===== src/rtl/ram_bus_sampler_pkg.sv =====
// Shared definitions for the RAM bus sampler and the downstream packet formatter.
// Contents: FSM state encoding, default bus widths, overflow counter width and
// the trace packet layout.
package ram_bus_sampler_pkg;

  localparam int unsigned ADDR_WIDTH_DEFAULT = 23;
  localparam int unsigned DATA_WIDTH_DEFAULT = 16;
  localparam int unsigned OVF_WIDTH          = 16;

  // Framing FSM states
  typedef enum logic [1:0] {
    ST_IDLE   = 2'd0,
    ST_SETTLE = 2'd1,
    ST_ACTIVE = 2'd2
  } state_t;

  // One trace packet at the default widths
  typedef struct packed {
    logic [ADDR_WIDTH_DEFAULT-1:0] addr;
    logic [DATA_WIDTH_DEFAULT-1:0] data;
    logic                          write;
  } trace_pkt_t;

endpackage


===== src/rtl/ram_bus_voter.sv =====
// Three-deep sample history with per-bit 2-of-3 majority voting.
// Ports:
//   clk, reset   clock and async active-high reset
//   bus          raw (already synchronized) input lines
//   voted_c      combinational per-bit majority of the three history stages
module ram_bus_voter
  import ram_bus_sampler_pkg::*;
#(
  parameter int unsigned     W         = 2,
  parameter logic [W-1:0]    RESET_VAL = '0
) (
  input  logic         clk,
  input  logic         reset,
  input  logic [W-1:0] bus,
  output logic [W-1:0] voted_c
);

  logic [W-1:0] h0;
  logic [W-1:0] h1;
  logic [W-1:0] h2;

  // History shift register; reset to the idle bus pattern so no edge follows release
  always_ff @(posedge clk or posedge reset) begin
    if (reset) begin
      h0 <= RESET_VAL;
      h1 <= RESET_VAL;
      h2 <= RESET_VAL;
    end else begin
      h0 <= bus;
      h1 <= h0;
      h2 <= h1;
    end
  end

  // Per-bit majority-detect array
  for (genvar i = 0; i < int'(W); i++) begin : g_maj
    assign voted_c[i] = (h0[i] & h1[i]) | (h0[i] & h2[i]) | (h1[i] & h2[i]);
  end

endmodule


===== src/rtl/ram_bus_sampler.sv =====
// Turns the synchronized external RAM bus into per-transaction trace packets.
// Ports:
//   clk, reset                          clock and async active-high reset
//   bus_addr/bus_data/bus_cs_n/bus_we_n synchronized RAM pins
//   pkt_valid/pkt_ready                 one-entry output handshake
//   pkt_addr/pkt_data/pkt_write         captured transaction
//   overflow_count                      saturating count of dropped packets
module ram_bus_sampler
  import ram_bus_sampler_pkg::*;
#(
  parameter int unsigned ADDR_WIDTH = ADDR_WIDTH_DEFAULT,
  parameter int unsigned DATA_WIDTH = DATA_WIDTH_DEFAULT,
  parameter int unsigned SETTLE     = 3
) (
  input  logic                  clk,
  input  logic                  reset,
  input  logic [ADDR_WIDTH-1:0] bus_addr,
  input  logic [DATA_WIDTH-1:0] bus_data,
  input  logic                  bus_cs_n,
  input  logic                  bus_we_n,
  output logic                  pkt_valid,
  input  logic                  pkt_ready,
  output logic [ADDR_WIDTH-1:0] pkt_addr,
  output logic [DATA_WIDTH-1:0] pkt_data,
  output logic                  pkt_write,
  output logic [OVF_WIDTH-1:0]  overflow_count
);

  localparam int unsigned BUS_W = ADDR_WIDTH + DATA_WIDTH + 2;
  localparam int unsigned CNT_W = $clog2(SETTLE + 1);
  localparam logic [BUS_W-1:0] BUS_IDLE = {2'b11, {(BUS_W-2){1'b0}}};

  logic [BUS_W-1:0]      voted_c;
  logic                  v_cs_n;
  logic                  v_we_n;
  logic [ADDR_WIDTH-1:0] v_addr;
  logic [DATA_WIDTH-1:0] v_data;

  state_t                state;
  logic [CNT_W-1:0]      cnt;
  logic [ADDR_WIDTH-1:0] addr_q;
  logic                  write_q;
  logic [DATA_WIDTH-1:0] last_data;
  logic                  emit_c;

  ram_bus_voter #(
    .W         (BUS_W),
    .RESET_VAL (BUS_IDLE)
  ) u_voter (
    .clk     (clk),
    .reset   (reset),
    .bus     ({bus_cs_n, bus_we_n, bus_addr, bus_data}),
    .voted_c (voted_c)
  );

  assign {v_cs_n, v_we_n, v_addr, v_data} = voted_c;

  // A framed cycle ends when voted cs_n returns high while ACTIVE
  assign emit_c = (state == ST_ACTIVE) && v_cs_n;

  // Framing FSM; abort in SETTLE takes priority over address capture
  always_ff @(posedge clk or posedge reset) begin
    if (reset) begin
      state     <= ST_IDLE;
      cnt       <= '0;
      addr_q    <= '0;
      write_q   <= 1'b0;
      last_data <= '0;
    end else begin
      case (state)
        ST_IDLE: begin
          if (!v_cs_n) begin
            state <= ST_SETTLE;
            cnt   <= CNT_W'(1);
          end
        end
        ST_SETTLE: begin
          if (v_cs_n) begin
            state <= ST_IDLE;
          end else if (cnt == CNT_W'(SETTLE)) begin
            // Capture cycle also seeds data so a minimum-length frame carries valid data
            addr_q    <= v_addr;
            write_q   <= ~v_we_n;
            last_data <= v_data;
            state     <= ST_ACTIVE;
          end else begin
            cnt <= cnt + CNT_W'(1);
          end
        end
        ST_ACTIVE: begin
          if (v_cs_n) begin
            state <= ST_IDLE;
          end else begin
            last_data <= v_data;
          end
        end
        default: state <= ST_IDLE;
      endcase
    end
  end

  // One-entry output register with drop-on-backpressure and saturating drop count
  always_ff @(posedge clk or posedge reset) begin
    if (reset) begin
      pkt_valid      <= 1'b0;
      pkt_addr       <= '0;
      pkt_data       <= '0;
      pkt_write      <= 1'b0;
      overflow_count <= '0;
    end else if (emit_c) begin
      if (!pkt_valid || pkt_ready) begin
        pkt_valid <= 1'b1;
        pkt_addr  <= addr_q;
        pkt_data  <= last_data;
        pkt_write <= write_q;
      end else if (overflow_count != '1) begin
        overflow_count <= overflow_count + OVF_WIDTH'(1);
      end
    end else if (pkt_valid && pkt_ready) begin
      pkt_valid <= 1'b0;
    end
  end

endmodule


===== config.mk =====
export PLATFORM = sky130hd
export DESIGN_NAME = ram_bus_sampler
export DESIGN_NICKNAME = d
export VERILOG_FILES = /design/src/rtl/ram_bus_sampler_pkg.sv /design/src/rtl/ram_bus_voter.sv /design/src/rtl/ram_bus_sampler.sv
export SDC_FILE = /design/constraint.sdc
export NUM_CORES = 1
export LEC_CHECK = 0
export ABC_AREA = 1
export CAP_MARGIN = 20
export CELL_PAD_IN_SITES_DETAIL_PLACEMENT = 0
export CELL_PAD_IN_SITES_GLOBAL_PLACEMENT = 1
export CORE_MARGIN = 5
export CORE_UTILIZATION = 36
export CTS_CLUSTER_DIAMETER = 120
export DETAILED_ROUTE_END_ITERATION = 12
export DONT_BUFFER_PORTS = 1
export MAX_ROUTING_LAYER = met4
export PLACE_DENSITY = 0.66
export SLEW_MARGIN = 20
export SYNTH_ARGS = -nofsm -noshare
export SYNTH_HDL_FRONTEND = slang
export SYNTH_SLANG_ARGS = --single-unit

===== constraint.sdc =====
create_clock -name clk -period 5.9 [get_ports clk]
set_clock_uncertainty 0.05 [all_clocks]
set_input_delay 0 -clock clk [delete_from_list [all_inputs] [get_ports clk]]
set_output_delay 0 -clock clk [all_outputs]
set_load 0.05 [all_outputs]

# Word level (Yosys, flattened, before mapping)
# Index checks and enable logic that the tools add are counted.
[classes]
n_addsub = 2
eq_ne = 12
muxes = 15
n_bitwise = 208
reduce_logical = 15
[ops]
columns = ["cell", "n"]
rows = [
  ["$and 1x1->1", 123],
  ["$or 1x1->1", 82],
  ["$mux 16", 3],
  ["$pmux 16 s2", 1],
  ["$add 16x1->16 const B", 1],
  ["$ne 16x16->1 const B", 1],
  ["$mux 2", 6],
  ["$ne 2x2->1 const B", 6],
  ["$reduce_and 3->1", 3],
  ["$reduce_and 4->1", 2],
  ["$pmux 2 s3", 1],
  ["$reduce_bool 2->1", 3],
  ["$eq 2x2->1 const B", 2],
  ["$pmux 2 s2", 1],
  ["$reduce_and 2->1", 2],
  ["$mux 1", 3],
  ["$ne 3x3->1 const B", 1],
  ["$not 1->1", 3],
  ["$add 2x1->2 const B", 1],
  ["$eq 2x1->1 const B", 1],
  ["$logic_and 1x1->1", 2],
  ["$logic_not 2->1", 1],
  ["$ne 2x1->1 const B", 1],
  ["$logic_not 1->1", 1],
  ["$logic_or 1x1->1", 1],
]
[word_totals]
regBits = 224
inputBits = 44
word_cells = 265

# Logic depth before layout (Yosys ltp)
# Gate-level depths: netlist of run 1.
[depth]
depth_word = 6
depth_mapped = 10
mapped_depth_nobuf = 9

# By module
# From an unflattened synthesis of run 1, not the netlist that was laid out.
[unflattened]
cells_unflattened = 756
hier_area_um2 = 8105.3
[modules_own_cells]
columns = ["mod", "n_inst", "cells_each", "area_each_um2"]
rows = [
  ["ram_bus_sampler", 1, 468, 4144.0],
  ["ram_bus_voter", 1, 288, 3961.3],
]

# Worst setup path before layout of run 1
# OpenSTA, ideal clock, no wires.
[synth_timing]
path_kind = "register to register"
from = "register overflow_count[1]"
to = "register overflow_count[13]"
setup_ps = 120
t_arrival_ps = 1741
setup_slack_ps = 3989
stages_incl_launch_ff = 10
n_path_buf = 1
period_less_slack_ps = 1911
cell_sequence = "dfrtp_1 -> ha_1 -> nand2_1 -> nor2_2 -> nand2_1 -> nor2_1 -> nor2_2 -> buf_2 -> nand2_1 -> nand2_1"
[synth_via]
elab_chain_cells = 2
elab_cells_between_ends = 3
[synth_rtl]
columns = ["element", "line", "source"]
rows = [
  ["start: declaration", "ram_bus_sampler.sv:26", "output logic [OVF_WIDTH-1:0] overflow_count"],
  ["start signal: assignment", "ram_bus_sampler.sv:117", "overflow_count <= overflow_count + OVF_WIDTH'(1);"],
  ["parallel branches: the longest is 2 deep, another holds $add 16x1->16", "n/a", ""],
]
# Several ways; the timed one is not identified.
# A chain may end at the register's enable or synchronous reset.

# Worst setup path in the final report of run 1
[layout_timing]
from = "register u_voter.h0[40]"
to = "register last_data[10]"
[layout_via]
elab_chain_cells = 5
elab_cells_between_ends = 7
[layout_rtl]
columns = ["element", "line", "source"]
rows = [
  ["start: declaration", "ram_bus_voter.sv:18", "logic [W-1:0] h0;"],
  ["start signal: assignment", "ram_bus_voter.sv:29", "h0 <= bus;"],
  ["$and 1x1->1", "ram_bus_voter.sv:37", "assign voted_c[i] = (h0[i] & h1[i]) | (h0[i] & h2[i]) | (h1[i] & h2[i]);"],
  ["$or 1x1->1 * (2 in series)", "ram_bus_voter.sv:37", ""],
  ["$ne 2x2->1 (no source line)", "n/a", ""],
  ["$reduce_and 4->1 (no source line) *", "n/a", ""],
  ["end signal: assignment", "ram_bus_sampler.sv:84", "last_data <= v_data;"],
  ["end signal: assignment", "ram_bus_sampler.sv:94", "last_data <= v_data;"],
  ["end: declaration", "ram_bus_sampler.sv:43", "logic [DATA_WIDTH-1:0] last_data;"],
]
# Mark *: on every way between the ends. The rest lies on a longest branch, timed or not.

==> reports/qor.csv, run 1 <==
metric;value;unit
synthesized-area fraction occupied by adder cells;3.83;%
commonest non-fill, non-tap cell in the layout;dfrtp_1;
Inst Count DP;917;
Die Width;156;um
NumNets Final;791;
worst ir drop on vdd;0.000277;V
I/O Pins;101;
Layout Cells excl Fill;1035;
vias;4716;
vias per cell;4.56;
Initial Util;36.6;%
first-pass iteration count of the detailed router;4;
wire per inst;13.8;um
power share of the sequential group;55.6;%
Congestion Overflow GR;0;
critical path endpoint category;flop;
largest cells by area after synthesis;dfrtp_1 (71%), nand2_1 (8.6%), maj3_1 (3.5%);
fmax;0.352;GHz
gpl congestion;0.773;
kind of critical path;flop to flop;
CTS Buf Count;24;
period utilization;48.1;%
all-layer global routing usage;12.4;%
Detail Placement HPWL;8710;um
clk buf depth;3;
simple-gate share of the synthesized area;12.1;%
drc violations;0;
Worst Hold Class;primary input to flop;
Synth Area in Compound Gates;6.61;%
crit start category;flop;
Switching Share;33.2;%
Int Pwr;3030;uW
average cell area after synthesis;11.7;um2
xor and xnor area share after synthesis;0.568;%
final slew viol count;0;
row cnt;53;
largest net degree at the start of global routing;150;
largest family of logic cells by synthesized area;simple AND/OR/NAND/NOR gates;
share of cells above drive strength 1;7.37;%
RSZ-0062 raised after global routing;false;
Layout Area Growth over Synthesis;24.4;%
Buffers on Ports;0;
Slew @ Worst Pin;0.973;ns
diodes inserted;0;
Die Y;156;um
post-CTS setup buffer count;0;
top cell type by total area after synthesis;dfrtp_1;
crit-path max FO;48;
R2R cell count;6;
Seq/Total Area, Yosys;72.9;%
Synth Register Bits;224;
clock transition at the registers of the reported paths;0.06;ns
Period minus WS final;2.84;ns
clock power share;35.2;%
drt first-iter violations;245;
Syn Nets;704;
Pleak;0.00441;uW
commonest cells after routing, fill and taps aside;dfrtp_1 (218), nand2_1 (176), dlygate4sd3_1 (77);
Psw;1510;uW
maxcap violations;0;
Gate power share;9.2;%
setup tns final;0;ns
Final Hold Fails;0;
H-tree levels;1;
CP arrival;3.18;ns
antenna violations before repair;0;
number of global-route vias before repair;4915;
CP required;6.24;ns
clock root cell;clkbuf_16;
mux cell area share after synthesis;0;%
hold path cells;1;
Post-Route WL;14300;um
die area;24400;um2
Yosys top cell area share;70.8;%
CTS tree;done;
setup slack at placement;2.93;ns
final worst slack;3.06;ns
clk sinks;224;
final setup fails;0;
core area;21000;um2
Cell Pwr Density;473;nW/um2
first-pass GRT wire length;24400;um
Post-CTS Resized;0;
Cells after Synth;658;
clk_lat worst skew;0.51;ns
Slew headroom;35.0;%
Unique masters post-synth;23;
Post-Synthesis Cell Area;7700;um2
Antenna Nets Post-Route;0;
Yosys Warn Count;0;
status;complete, no violations;
-- worst max-delay path, stage by stage (launching register included) --
cell and delay [ns]:
dfstp_2 0.55, nand2_1 0.08, nand2_1 0.06, o21ai_1 0.10, nand2_2 0.65, nand2_1 0.82, o21ai_0 0.41
-- sequential cells by signal, indices dropped and copies added (netlist names) --
name / count
pkt_data: 16
state: 2
last_data: 16
overflow_count: 16
u_voter.h2: 41
addr_q: 23
u_voter.h0: 41
pkt_valid: 1
u_voter.h1: 41
write_q: 1
pkt_addr: 23
cnt: 2
pkt_write: 1
-- per-layer routing --
layer	vias to the layer above	track usage, %	wire length, um
li1	2283	-	-
met1	2296	15.7	6230
met2	106	19.8	6770
met3	31	2.77	813
met4	0	4.26	501
met5	-	-	0
-- Yosys cell counts (all sizes together) --
| cell type | instances |
|---|---|
| dfstp | 6 |
| clkbuf | 2 |
| buf | 17 |
| maj3 | 27 |
| o21ai | 57 |
| nor3 | 1 |
| nand3b | 1 |
| dfrtp | 218 |
| nor2 | 47 |
| nand4 | 3 |
| o31ai | 12 |
| inv | 48 |
| a21oi | 26 |
| ha | 2 |
| xor2 | 5 |
| nand3 | 9 |
| nand2 | 177 |
-- logic make-up after synthesis --
group / count (synthesis)
xor+xnor: 5
buf+inv: 67
compound gates: 95
fa+ha+maj: 29
simple gates: 238
flops: 224
-- power groups by stage --
stage | Combinational [uW] | Clock, uW | Sequential (uW)
final | 418 | 1590 | 2520
after global routing | 503 | 1710 | 2560
after CTS | 427 | 1650 | 2530
after detailed placement | 385 | 0 | 2560
after global placement | 364 | 0 | 2550
after floorplan | 314 | 0 | 2490
-- path summary, 6_finish.rpt --
check / start / to / slack [ns]
setup / recovery: u_voter.h0[40] / last_data[10] / 3.06
hold / removal: bus_data[11] / u_voter.h0[11] / 0.02
setup reg to reg: u_voter.h0[40] / last_data[10] / 3.06
hold reg to reg: u_voter.h0[39] / u_voter.h1[39] / 0.31
max in group asynchronous: reset / overflow_count[13] / 4.23
min in group asynchronous: reset / u_voter.h2[1] / 0.25
-- through the flow --
stage	utilization, %	cell area [um2]	hold slack, ns	total power, uW
2_1_floorplan	-	7710	-0.0455	2810
3_3_place_gp	37.9	7960	-0.0450	2910
3_5_place_dp	37.9	7960	-0.0450	2940
4_1_cts	45.5	9570	0.000665	4610
5_1_grt	45.6	9580	0.00512	4780
6_report	45.6	9580	0.0188	4530
-- what timing repair did --
action | in CTS | in global routing
endpoints found under the hold margin | 143 | 1
setup endpoints to repair | 0 | 0
hold buffers | 76 | 1
-- layout make-up --
type	instances	area (um2)
clock buffer	30	653
clock inverter	11	200
fill	1894	11400
inverter	48	184
multi-input combinational	367	1780
sequential	224	5610
tap	275	344
timing repair buffer	80	806
Note: power is estimated with default switching activity, not from simulation.
==> run 2: changes to the inputs <==
ABC_AREA = 0   (was 1)
PLACE_DENSITY = 0.64   (was 0.66)
clock period = 2.52 ns   (was 5.9 ns; I/O delays follow)
==> reports/qor.csv, run 2 <==
metric;value;unit
Hold WS;0.0269;ns
CP arrival;2.38;ns
clk_lat worst skew;0.51;ns
synth cell count leaders;dfrtp_1 (218), nand2_1 (48), mux2_2 (41), nor2_1 (41);
xor and xnor area share after synthesis;1.77;%
average cell area after synthesis;14.5;um2
fmax;0.496;GHz
critical path endpoint category;flop;
RSZ-0062 raised after global routing;false;
R2R cell count;4;
Layout Area Growth over Synthesis;28.7;%
Antenna Nets Post-Route;0;
period utilization;80.0;%
commonest non-fill, non-tap cell in the layout;dfrtp_1;
final slew viol count;0;
status;complete, no violations;
Period minus WS final;2.02;ns
Yosys Warn Count;0;
clk buf depth;3;
kind of critical path;flop to flop;
Post-Route WL;14000;um
simple-gate share of the synthesized area;7.81;%
drt first-iter violations;129;
post-layout util;47.1;%
Seq/Total Area, Yosys;75.5;%
Syn Nets;558;
main flop type after synthesis;dfrtp_1;
first-pass GRT wire length;24000;um
row cnt;52;
antenna violations before repair;0;
leading registers by flop count;u_voter.h0 (41), u_voter.h1 (41), u_voter.h2 (41);
crit start category;flop;
Cell Pwr Density;1050;nW/um2
vias;4306;
Filler cells;1792;
Initial Util;36.6;%
mux cell area share after synthesis;6.21;%
all-layer global routing usage;12.5;%
commonest cells after routing, fill and taps aside;dfrtp_1 (218), dlygate4sd3_1 (79), nand2_1 (48);
Async S/R FF share, synth;100;%
Unique masters post-synth;32;
CTS tree;done;
Post-synth EDFFs;0;
clk sinks;224;
drc violations;0;
Buffers on Ports;0;
CTS Buf Count;24;
Die Y;154;um
Reg2Reg Capture Point;overflow_count[11];
most frequent cell after synthesis;dfrtp_1;
die area;23600;um2
wire per inst;15.2;um
Yosys top cell area share;73.4;%
share of cells above drive strength 1;18.8;%
Design Power;10000;uW
Die Width;154;um
maxcap violations;0;
post-CTS setup buffer count;0;
worst hold start;bus_cs_n;
final setup fails;0;
RR Startpoint;u_voter.h2[40];
Slew @ Worst Pin;0.939;ns
Final Hold Fails;0;
Pleak;0.00442;uW
largest net degree at the start of global routing;56;
Cells after Synth;512;
gpl congestion;0.727;
largest cells by area after synthesis;dfrtp_1 (73%), mux2_2 (6.2%), o31ai_1 (3.9%);
first-pass iteration count of the detailed router;4;
diodes inserted;0;
vias per cell;4.69;
setup tns final;0;ns
Worst Hold Class;primary input to flop;
core area;20300;um2
clock root cell;clkbuf_16;
Synth Area in Compound Gates;7.00;%
flop2flop setup slack;0.50;ns
Post-Synthesis Cell Area;7430;um2
top cell type by total area after synthesis;dfrtp_1;
crit-path max FO;15;
CP required;2.88;ns
Hold Path Sink;u_voter.h0[40];
synthesized-area fraction occupied by adder cells;0.606;%
NumNets Final;677;
Slew headroom;37.4;%
Detail Placement HPWL;8630;um
Synth Register Bits;224;
I/O Pins;101;
H-tree levels;1;
number of global-route vias before repair;4591;
largest family of logic cells by synthesized area;simple AND/OR/NAND/NOR gates;
hold path cells;1;
Congestion Overflow GR;0;
clock transition at the registers of the reported paths;0.06;ns
worst ir drop on vdd;0.000601;V
-- run 2: changes by cell type in the layout (fill, tap and decap cells not counted), moves of 4 or more --
cell     before  now
nand2_1     176   48
a21oi_1      25   39
buf_4         2   24
nor4_1        0    8
xor2_1        5   15
maj3_1       27    2
mux2_2        0   41
o31ai_1      12   39
o21ai_1      26    0
inv_1        45    3
nor3_1        1    5
o21ai_0      31    2
-- run 2: kinds of logic after synthesis --
group	after synthesis
flops	224
buf+inv	18
fa+ha+maj	4
compound gates	83
xor+xnor	15
mux	41
simple gates	127
-- run 2: worst max-delay path, cell delays in order (launching register included) --
cell and delay, ns:
dfstp_2 0.52, maj3_1 0.25, nand2_1 0.37, nor4_1 0.52
xor2_1 0.20
-- run 2: area by class of cell --
| cell class | count | area [um2] | area share (%) |
|---|---|---|---|
| clock buffer | 30 | 653 | 6.83 |
| clock inverter | 14 | 154 | 1.61 |
| inverter | 4 | 18.8 | 0.196 |
| multi-input combinational | 270 | 1740 | 18.2 |
| sequential | 224 | 5610 | 58.7 |
| tap | 270 | 338 | 3.53 |
| timing repair buffer | 107 | 1050 | 11.0 |
-- run 2: worst max-delay path by stage --
| stage | start | endpoint | slack (ns) | cells past startpoint |
|---|---|---|---|---|
| after floorplan | reset | addr_q[0] | -0.45 | 1 |
| after global placement | u_voter.h1[40] | write_q | 0.56 | 3 |
| after detailed placement | u_voter.h1[40] | addr_q[7] | 0.50 | 3 |
| after CTS | u_voter.h2[40] | addr_q[18] | 0.48 | 3 |
| after global routing | u_voter.h2[40] | addr_q[12] | 0.35 | 3 |
| final | u_voter.h2[40] | overflow_count[11] | 0.50 | 4 |
-- run 2: metrics by stage --
step	std cells	cell area, um2	setup WS [ns]
after CTS	919	9570	0.482
after detailed placement	796	7970	0.500
after global routing	919	9570	0.354
after floorplan	512	7440	-0.449
final	919	9570	0.505
after global placement	796	7970	0.562
-- run 2: report_power, final --
part | internal, uW | switching, uW | total [uW]
clock | 2070 | 1430 | 3500
sequential | 4260 | 1310 | 5560
combinational | 512 | 435 | 947
total | 6840 | 3170 | 10000
-- run 2: what timing repair did --
action	in CTS	in global routing
endpoints found under the hold margin	213	0
resized for setup	0	0
hold buffers	79	0
-- run 2: metal layers --
| metal | vias up | track usage (%) | part of all wire, % |
|---|---|---|---|
| met5 | - | - | 0 |
| met2 | 87 | 19.9 | 48 |
| met1 | 2160 | 15.5 | 42 |
| met4 | 0 | 3.45 | 2.4 |
| met3 | 28 | 4.19 | 7.4 |
| li1 | 2031 | - | - |
==> run 3: changes to the inputs <==
ABC_AREA = 1   (was 0)
PLACE_DENSITY = 0.66   (was 0.64)
clock period = 1.6 ns   (was 2.52 ns; I/O delays follow)
==> reports/qor.csv, run 3 (synthesis gave the netlist of run 1 again) <==
metric;value;unit
status;finished with violations;
failing checks;setup timing;
antenna violations before repair;0;
drt first-iter violations;213;
cell area after layout;10200;um2
first-pass iteration count of the detailed router;5;
CP Buf/Inv Count;2;
clk buf depth;3;
vias;5026;
cell mode on critical path;nand2_2;
commonest cells after routing, fill and taps aside;dfrtp_1 (218), nand2_1 (173), dlygate4sd3_1 (84);
maxcap violations;0;
final slew viol count;0;
largest net degree at the start of global routing;81;
Worst Hold Class;primary input to flop;
CTS tree;done;
die area;24400;um2
Hold WS;0.0364;ns
wire per inst;14.4;um
Congestion Overflow GR;0;
Slew @ Worst Pin;0.517;ns
crit-path max FO;20;
crit start category;flop;
Final Hold Fails;0;
final worst slack;-0.00777;ns
fmax;0.622;GHz
Detail Placement HPWL;9810;um
Antenna Nets Post-Route;0;
Die Width;156;um
Layout Cells excl Fill;1098;
final setup fails;6;
Buffers on Ports;0;
Initial Util;36.6;%
Post-DP Area;8420;um2
CTS Buf Count;25;
core area;21000;um2
CP arrival;1.95;ns
critical path's top delay family;flip-flops;
critical path endpoint category;flop;
drc violations;0;
CP required;1.95;ns
Die Y;156;um
setup slack at placement;-0.0344;ns
number of global-route vias before repair;5307;
clock root cell;clkbuf_16;
first-pass GRT wire length;25900;um
CP peak stage delay;0.56;ns
clk_lat worst skew;0.51;ns
vias per cell;4.58;
Post-Route WL;15800;um
share of cells above drive strength 1;14.6;%
setup tns final;-0.0257;ns
Filler cells;1846;
Pleak;0.00476;uW
commonest non-fill, non-tap cell in the layout;dfrtp_1;
NumNets Final;856;
H-tree levels;1;
Slew headroom;65.5;%
all-layer global routing usage;13.2;%
row cnt;53;
CP max stage cell;dfstp_2;
Period minus WS final;1.61;ns
leading registers by flop count;u_voter.h0 (41), u_voter.h1 (41), u_voter.h2 (41);
Layout Area Growth over Synthesis;32.1;%
gpl congestion;0.791;
clock transition at the registers of the reported paths;0.06;ns
Cell Pwr Density;1660;nW/um2
kind of critical path;flop to flop;
Inst Count DP;970;
clk sinks;224;
RSZ-0062 raised after global routing;true;
CP Cell Sequence;nand2_2 -> a21oi_4 -> nand2_2 -> nor2_4 -> inv_4 -> clkbuf_16 -> nand2_1 -> o21ai_1;
I/O Pins;101;
diodes inserted;0;
worst ir drop on vdd;0.00123;V
period utilization;100;%
## run 3: metrics by stage
stage | power [uW] | utilization (%)
after floorplan | 10300 | -
after global placement | 11200 | 40.1
after detailed placement | 11400 | 40.1
after CTS | 17200 | 48.0
after global routing | 17900 | 48.4
final | 16900 | 48.4
## run 3: area by class of cell
cell class / count / area, um2 / area share (%)
clock buffer: 33 / 716 / 7.03
clock inverter: 7 / 81.3 / 0.799
inverter: 48 / 186 / 1.83
multi-input combinational: 367 / 1820 / 17.8
sequential: 224 / 5610 / 55.2
tap: 275 / 344 / 3.38
timing repair buffer: 144 / 1420 / 14.0
## run 3: path summary, 6_finish.rpt
| path | cells past startpoint | slack [ns] | to | startpoint |
|---|---|---|---|---|
| worst max-delay path | 8 | -0.008 | pkt_data[12] | u_voter.h0[40] |
| worst min-delay path | 1 | 0.04 | u_voter.h0[13] | bus_data[13] |
| worst max register to register | 8 | -0.008 | pkt_data[12] | u_voter.h0[40] |
| min in group asynchronous | 2 | 0.10 | u_voter.h2[39] | reset |
| worst min register to register | 0 | 0.32 | u_voter.h2[39] | u_voter.h1[39] |
| max in group asynchronous | 3 | 0.69 | u_voter.h0[35] | reset |
## run 3: power by group
part	internal (uW)	switching [uW]	leakage, uW
logic	1100	2120	0.00168
registers	6820	1410	0.00268
clock network	3290	2190	0.000394
## run 3: routing by layer
layer  vias to the layer above  part of all wire (%)  GRT usage (%)
li1                       2404                     -              -
met1                      2483                    43           16.4
met2                       115                    50           21.8
met3                        24                   5.1           2.74
met4                         0                   2.5           3.97
met5                         -                     0              -
## run 3: repair_timing
| action | CTS | global route |
|---|---|---|
| setup endpoints to repair | 34 | 98 |
| pin swaps | 1 | 1 |
| gates resized for setup | 8 | 10 |
| hold endpoints to repair | 286 | 2 |
| hold buffers | 82 | 2 |
| buffers inserted | 1 | 1 |
| gates cloned | 1 | 1 |
